`src/rtl/inst_loader.sv`:
```
// Boot-time program loader: turns a byte stream (16-bit count + big-endian words)
// into instruction-RAM writes and holds the CPU in reset until the image is complete.
module inst_loader #(
    parameter int DEPTH = 1024
) (
    input  logic        clk,
    input  logic        rst,
    input  logic        in_valid,
    input  logic [7:0]  in_data,
    output logic        in_ready,
    input  logic        reload,
    output logic        mem_we,
    output logic [31:0] mem_addr,
    output logic [31:0] mem_wdata,
    output logic        cpu_rst,
    output logic        done,
    output logic        err
);

    typedef enum logic [2:0] {
        CNT_HI = 3'd0,
        CNT_LO = 3'd1,
        DATA   = 3'd2,
        DONE   = 3'd3,
        ERR    = 3'd4
    } state_t;

    localparam logic [16:0] DEPTH_W = 17'(DEPTH);

    state_t      state_q, state_d;
    logic [15:0] count_q;
    logic [15:0] word_idx_q;
    logic [1:0]  byte_idx_q;
    logic [23:0] word_buf_q;
    logic        mem_we_q;
    logic [31:0] mem_addr_q;
    logic [31:0] mem_wdata_q;
    logic        cpu_rst_q;
    logic        done_q;
    logic        err_q;

    logic        accept_s;
    logic        last_byte_s;
    logic [15:0] count_full_s;

    // reload wins over a byte offered on the same edge, so that byte is never accepted
    assign in_ready     = (state_q == CNT_HI) || (state_q == CNT_LO) || (state_q == DATA);
    assign accept_s     = in_valid && in_ready && !reload;
    assign count_full_s = {count_q[15:8], in_data};
    assign last_byte_s  = (byte_idx_q == 2'd3);

    // Next-state decode; the status outputs are registered from this value
    always_comb begin
        state_d = state_q;
        if (reload) begin
            state_d = CNT_HI;
        end else if (accept_s) begin
            case (state_q)
                CNT_HI: state_d = CNT_LO;
                CNT_LO: begin
                    if (count_full_s == 16'd0) begin
                        state_d = DONE;
                    end else if ({1'b0, count_full_s} > DEPTH_W) begin
                        state_d = ERR;
                    end else begin
                        state_d = DATA;
                    end
                end
                DATA: begin
                    if (last_byte_s && ((word_idx_q + 16'd1) == count_q)) begin
                        state_d = DONE;
                    end else begin
                        state_d = DATA;
                    end
                end
                default: state_d = state_q;
            endcase
        end else begin
            state_d = state_q;
        end
    end

    // Stream state, word assembly and registered outputs
    always_ff @(posedge clk) begin
        if (rst) begin
            state_q     <= CNT_HI;
            count_q     <= 16'd0;
            word_idx_q  <= 16'd0;
            byte_idx_q  <= 2'd0;
            word_buf_q  <= 24'd0;
            mem_we_q    <= 1'b0;
            mem_addr_q  <= 32'd0;
            mem_wdata_q <= 32'd0;
            cpu_rst_q   <= 1'b1;
            done_q      <= 1'b0;
            err_q       <= 1'b0;
        end else begin
            state_q   <= state_d;
            mem_we_q  <= 1'b0;
            cpu_rst_q <= (state_d != DONE);
            done_q    <= (state_d == DONE);
            err_q     <= (state_d == ERR);
            if (reload) begin
                count_q    <= 16'd0;
                word_idx_q <= 16'd0;
                byte_idx_q <= 2'd0;
            end else if (accept_s) begin
                case (state_q)
                    CNT_HI: count_q[15:8] <= in_data;
                    CNT_LO: begin
                        count_q[7:0] <= in_data;
                        word_idx_q   <= 16'd0;
                        byte_idx_q   <= 2'd0;
                    end
                    DATA: begin
                        byte_idx_q <= byte_idx_q + 2'd1;
                        if (last_byte_s) begin
                            mem_we_q    <= 1'b1;
                            mem_wdata_q <= {word_buf_q, in_data};
                            mem_addr_q  <= {14'd0, word_idx_q, 2'b00};
                            word_idx_q  <= word_idx_q + 16'd1;
                        end else begin
                            word_buf_q <= {word_buf_q[15:0], in_data};
                        end
                    end
                    default: count_q <= count_q;
                endcase
            end
        end
    end

    assign mem_we    = mem_we_q;
    assign mem_addr  = mem_addr_q;
    assign mem_wdata = mem_wdata_q;
    assign cpu_rst   = cpu_rst_q;
    assign done      = done_q;
    assign err       = err_q;

endmodule

```
`config.mk`:
```
export PLATFORM = sky130hd
export DESIGN_NAME = inst_loader
export DESIGN_NICKNAME = d
export VERILOG_FILES = /design/src/rtl/inst_loader.sv
export SDC_FILE = /design/constraint.sdc
export NUM_CORES = 1
export LEC_CHECK = 0
export ABC_AREA = 1
export CORE_MARGIN = 4
export CORE_UTILIZATION = 30
export DETAILED_ROUTE_END_ITERATION = 10
export RECOVER_POWER = 25
export SETUP_SLACK_MARGIN = 0.1
export SLEW_MARGIN = 25
export SYNTH_ARGS = -nofsm -noshare
export SYNTH_HDL_FRONTEND = slang
export SYNTH_SLANG_ARGS = --single-unit
```
`constraint.sdc`:
```
create_clock -name clk -period 1.54 [get_ports clk]
set_input_delay 0.462 -clock clk [delete_from_list [all_inputs] [get_ports clk]]
set_output_delay 0.462 -clock clk [all_outputs]
set_load 0.01 [all_outputs]
```
==> impl_results.md <==
- Die area: 18600 um^2
- RSZ-0062 raised after global routing: yes
- Max stage delay cell, worst path: dfxtp_4
- Clk network pwr share: 54.5%
- Register-to-register setup slack: -0.31 ns
- Reg2reg end: state_q[0]
- Worst VDD drop: 731 uV
- Most frequent cell after synthesis: nand2_1
- Grt ovf: 0
- CP top delay family: simple AND/OR/NAND/NOR gates
- Finish-stage setup viols: 27
- NetSw: 1.73 mW
- Cell Area, Synth: 4960 um^2
- Synth Instances: 689
- CTS buffer count: 17
- R2r worst-path depth: 14
- Int Pwr: 5.46 mW
- Sequential share of power: 40.9%
- Main synth FF type: dfxtp_1
- Number of synthesized flops with an enable pin: 0
- Root Buffer: clkbuf_16
- Vias in the first global route: 4512
- Fin crit period: 1.85 ns
- Antenna Cells: 0
- Post-DP HPWL: 9.35 mm
- Sequential-to-total area share from yosys stat: 45.6%
- Required time of the critical path: 1.89 ns
- Final GP Congestion: 0.857
- DIE HEIGHT: 137 um
- Crit share post-route: 120%
- Fmax: 542 MHz
- Critical path type: register to register
- First-pass GRT wire length: 23.0 mm
- Pins Over Slew Limit: 0
- Yosys top cell area share: 45.6%
- CORE AREA: 16100 um^2
- Final Cell Area: 7750 um^2
- Logic pwr share: 4.6%
- Buffers & Inverters on Critical Path: 1
- Clock sink count: 113
- CP Max Fanout: 4
- CP startpoint: word_idx_q[1]
- Top post-synthesis cells by area: dfxtp_1, nand2_1, a21oi_1, nand3_1, inv_1
- Synth cell types: 35
- Ys async rst share: 0%
- Area delta synth->final: 56.3%
- Initial antenna violation count: 0
- Worst Setup EP: state_q[0]
- Placement Cell Area: 6430 um^2
- Min-delay worst type: register to register
- CP peak stage delay: 0.36 ns
- Synth warn: 0
- Routed WL per cell: 15.1 um
- Cell Chain, Critical Path: ha_4, buf_4, nor2_1, nor2_2, xor2_1, nor2_1, nand2_1, nor2_2, nand2_1, nor2_1, nand2_1, nand2_2, nand2_1, nor2_2
- Vias/cell: 4.61
- Status: finished with violations
- Setup ws final: -0.306 ns
- Drt total wl: 16.4 mm
- Largest net degree at the start of global routing: 74
- Dpl ws: -0.656 ns
- # DRC: 0
- Skew-Pair Late Insertion Delay: 0.42 ns
- Syn Area/Cell: 7.19 um^2
- Post-synth top area cell: dfxtp_1
- Via Count: 5005
- Starting density of the core: 30.9%
- Layout cells sized above 1: 35.3%
- Die Span X: 137 um
- Top cell by count, worst path: nand2_1
- R2R Path Start: word_idx_q[1]
- CTS tree: done
- Violated checks: negative setup slack
- Setup crit end kind: register
- Fillers: 1556
- Ports: 81
- Leak: 3.08 nW
- CP startpoint kind: register
- CTS Buffer Depth: 2
- Commonest cells post-synth: nand2_1, dfxtp_1, a21oi_1, nand3_1, inv_1
- GR Util All Layers: 15.8%
- Setup Skew: 0.00918 ns
- Worst-path clk slew: 0.06 ns
- Routed Antenna Nets: 0
- Levels on crit path: 14
- FP Rows: 46
- CP arrival: 2.20 ns
- Violation count after the first detailed-route iteration: 314
- Drt pass-1 iters: 5
- IO buf count: 64
- P per Cell Area: 928 nW/um^2
- Max Cap Viol: 0
- #FFs+latches synth: 113
- Sw frac: 24.1%
- H-tree levels: 4
- Nets@finish: 870
- CTS Hold Bufs: 0
- Final hold vios: 0
[what timing repair did]
action                                  4_1_cts  5_1_grt
cloned                                        3       19
gates resized for setup                     256      109
endpoints found under the setup margin      160      115
pin swaps                                    26       43
buffers inserted                              6       10
[metrics by stage]
stage,util (%),total power [mW],cells,TNS [ns],hold slack (ns)
6_report,48.3,7.19,1085,-1.69,0.453
5_1_grt,48.3,7.44,1085,-5.87,0.473
4_1_cts,43.9,7.20,1057,-1.26,0.457
3_5_place_dp,40.0,3.28,1016,-50.59,0.449
3_3_place_gp,40.0,3.28,1016,-45.63,0.447
2_1_floorplan,-,3.16,704,-0.0463,0.436
[state kept, by name, summed over array words and instances (netlist names)]
signal and flops:
state_q 3, done 1, byte_idx_q 2, mem_addr 16, err 1, mem_wdata 32
word_buf_q 24, word_idx_q 16, cpu_rst 1, count_q 16, mem_we 1
[area by class of cell]
| class | count | area (um^2) | share of cell area, % |
|---|---|---|---|
| Timing Repair inverter | 1 | 7.51 | 0.0969 |
| Clock buffer | 18 | 429 | 5.54 |
| Sequential cell | 113 | 2290 | 29.6 |
| Timing Repair Buffer | 182 | 1740 | 22.4 |
| Tap cell | 216 | 270 | 3.49 |
| Clock inverter | 14 | 156 | 2.02 |
| Inverter | 47 | 208 | 2.68 |
| Multi-Input combinational cell | 494 | 2650 | 34.2 |
[worst min-delay path: cells and delay by family, from the launching register on]
kind	cells	cell delay, ns
DFF	1	0.31
buffers and inverters	1	0.05
AOI/OAI and AO/OA	1	0.05
[kinds of logic after synthesis]
| family | count (synthesis) | synth area share (%) |
|---|---|---|
| compound gates | 129 | 13.4 |
| xor+xnor | 6 | 1.49 |
| fa+ha+maj | 2 | 0.505 |
| buf+inv | 98 | 8.96 |
| flops | 113 | 45.6 |
| other cells | 1 | 0.0756 |
| simple gates | 340 | 30.0 |
[worst min path at each step]
stage | startpoint | endpoint | slack [ns] | depth (start not counted)
after detailed placement | count_q[2] | count_q[2] | 0.45 | 2
after global routing | mem_addr[13] | mem_addr[13] | 0.47 | 2
after CTS | mem_wdata[0] | mem_wdata[0] | 0.46 | 2
after floorplan | count_q[2] | count_q[2] | 0.44 | 2
after global placement | count_q[2] | count_q[2] | 0.45 | 2
final | count_q[2] | count_q[2] | 0.45 | 2
[metal layers]
metal,part of all wire [%],global-route usage (%),up-vias
li1,-,-,2556
met1,46,21.7,2314
met2,49,24.6,117
met3,4.4,3.24,18
met4,1.2,5.49,0
met5,0,0,-
[cells in the final DEF (no fill, tap or decap), types with 5 or more instances in the layout]
| cell | n |
|---|---|
| buf_4 | 75 |
| buf_6 | 11 |
| nand2_2 | 26 |
| nand2_1 | 182 |
| clkbuf_1 | 17 |
| buf_2 | 34 |
| clkinv_4 | 5 |
| buf_12 | 11 |
| inv_1 | 34 |
| nor2_1 | 27 |
| dfxtp_1 | 96 |
| nand3_2 | 9 |
| nor2_2 | 6 |
| inv_2 | 10 |
| clkbuf_16 | 32 |
| nand4_1 | 8 |
| conb_1 | 16 |
| nand2_4 | 6 |
| a21oi_2 | 12 |
| nand3_1 | 56 |
| nor2_4 | 12 |
| o21ai_0 | 9 |
| o21ai_1 | 6 |
| a21oi_1 | 90 |
| o21ai_2 | 6 |
| dfxtp_2 | 14 |
[power by group through the flow]
stage | clock network [mW] | registers, mW | logic [mW]
after floorplan | 0 | 3.00 | 0.162
after global placement | 0 | 3.00 | 0.279
after detailed placement | 0 | 3.00 | 0.278
after CTS | 3.98 | 2.94 | 0.286
after global routing | 4.14 | 2.94 | 0.361
final | 3.92 | 2.94 | 0.334
No activity file was read; power rests on OpenSTA's default activity.
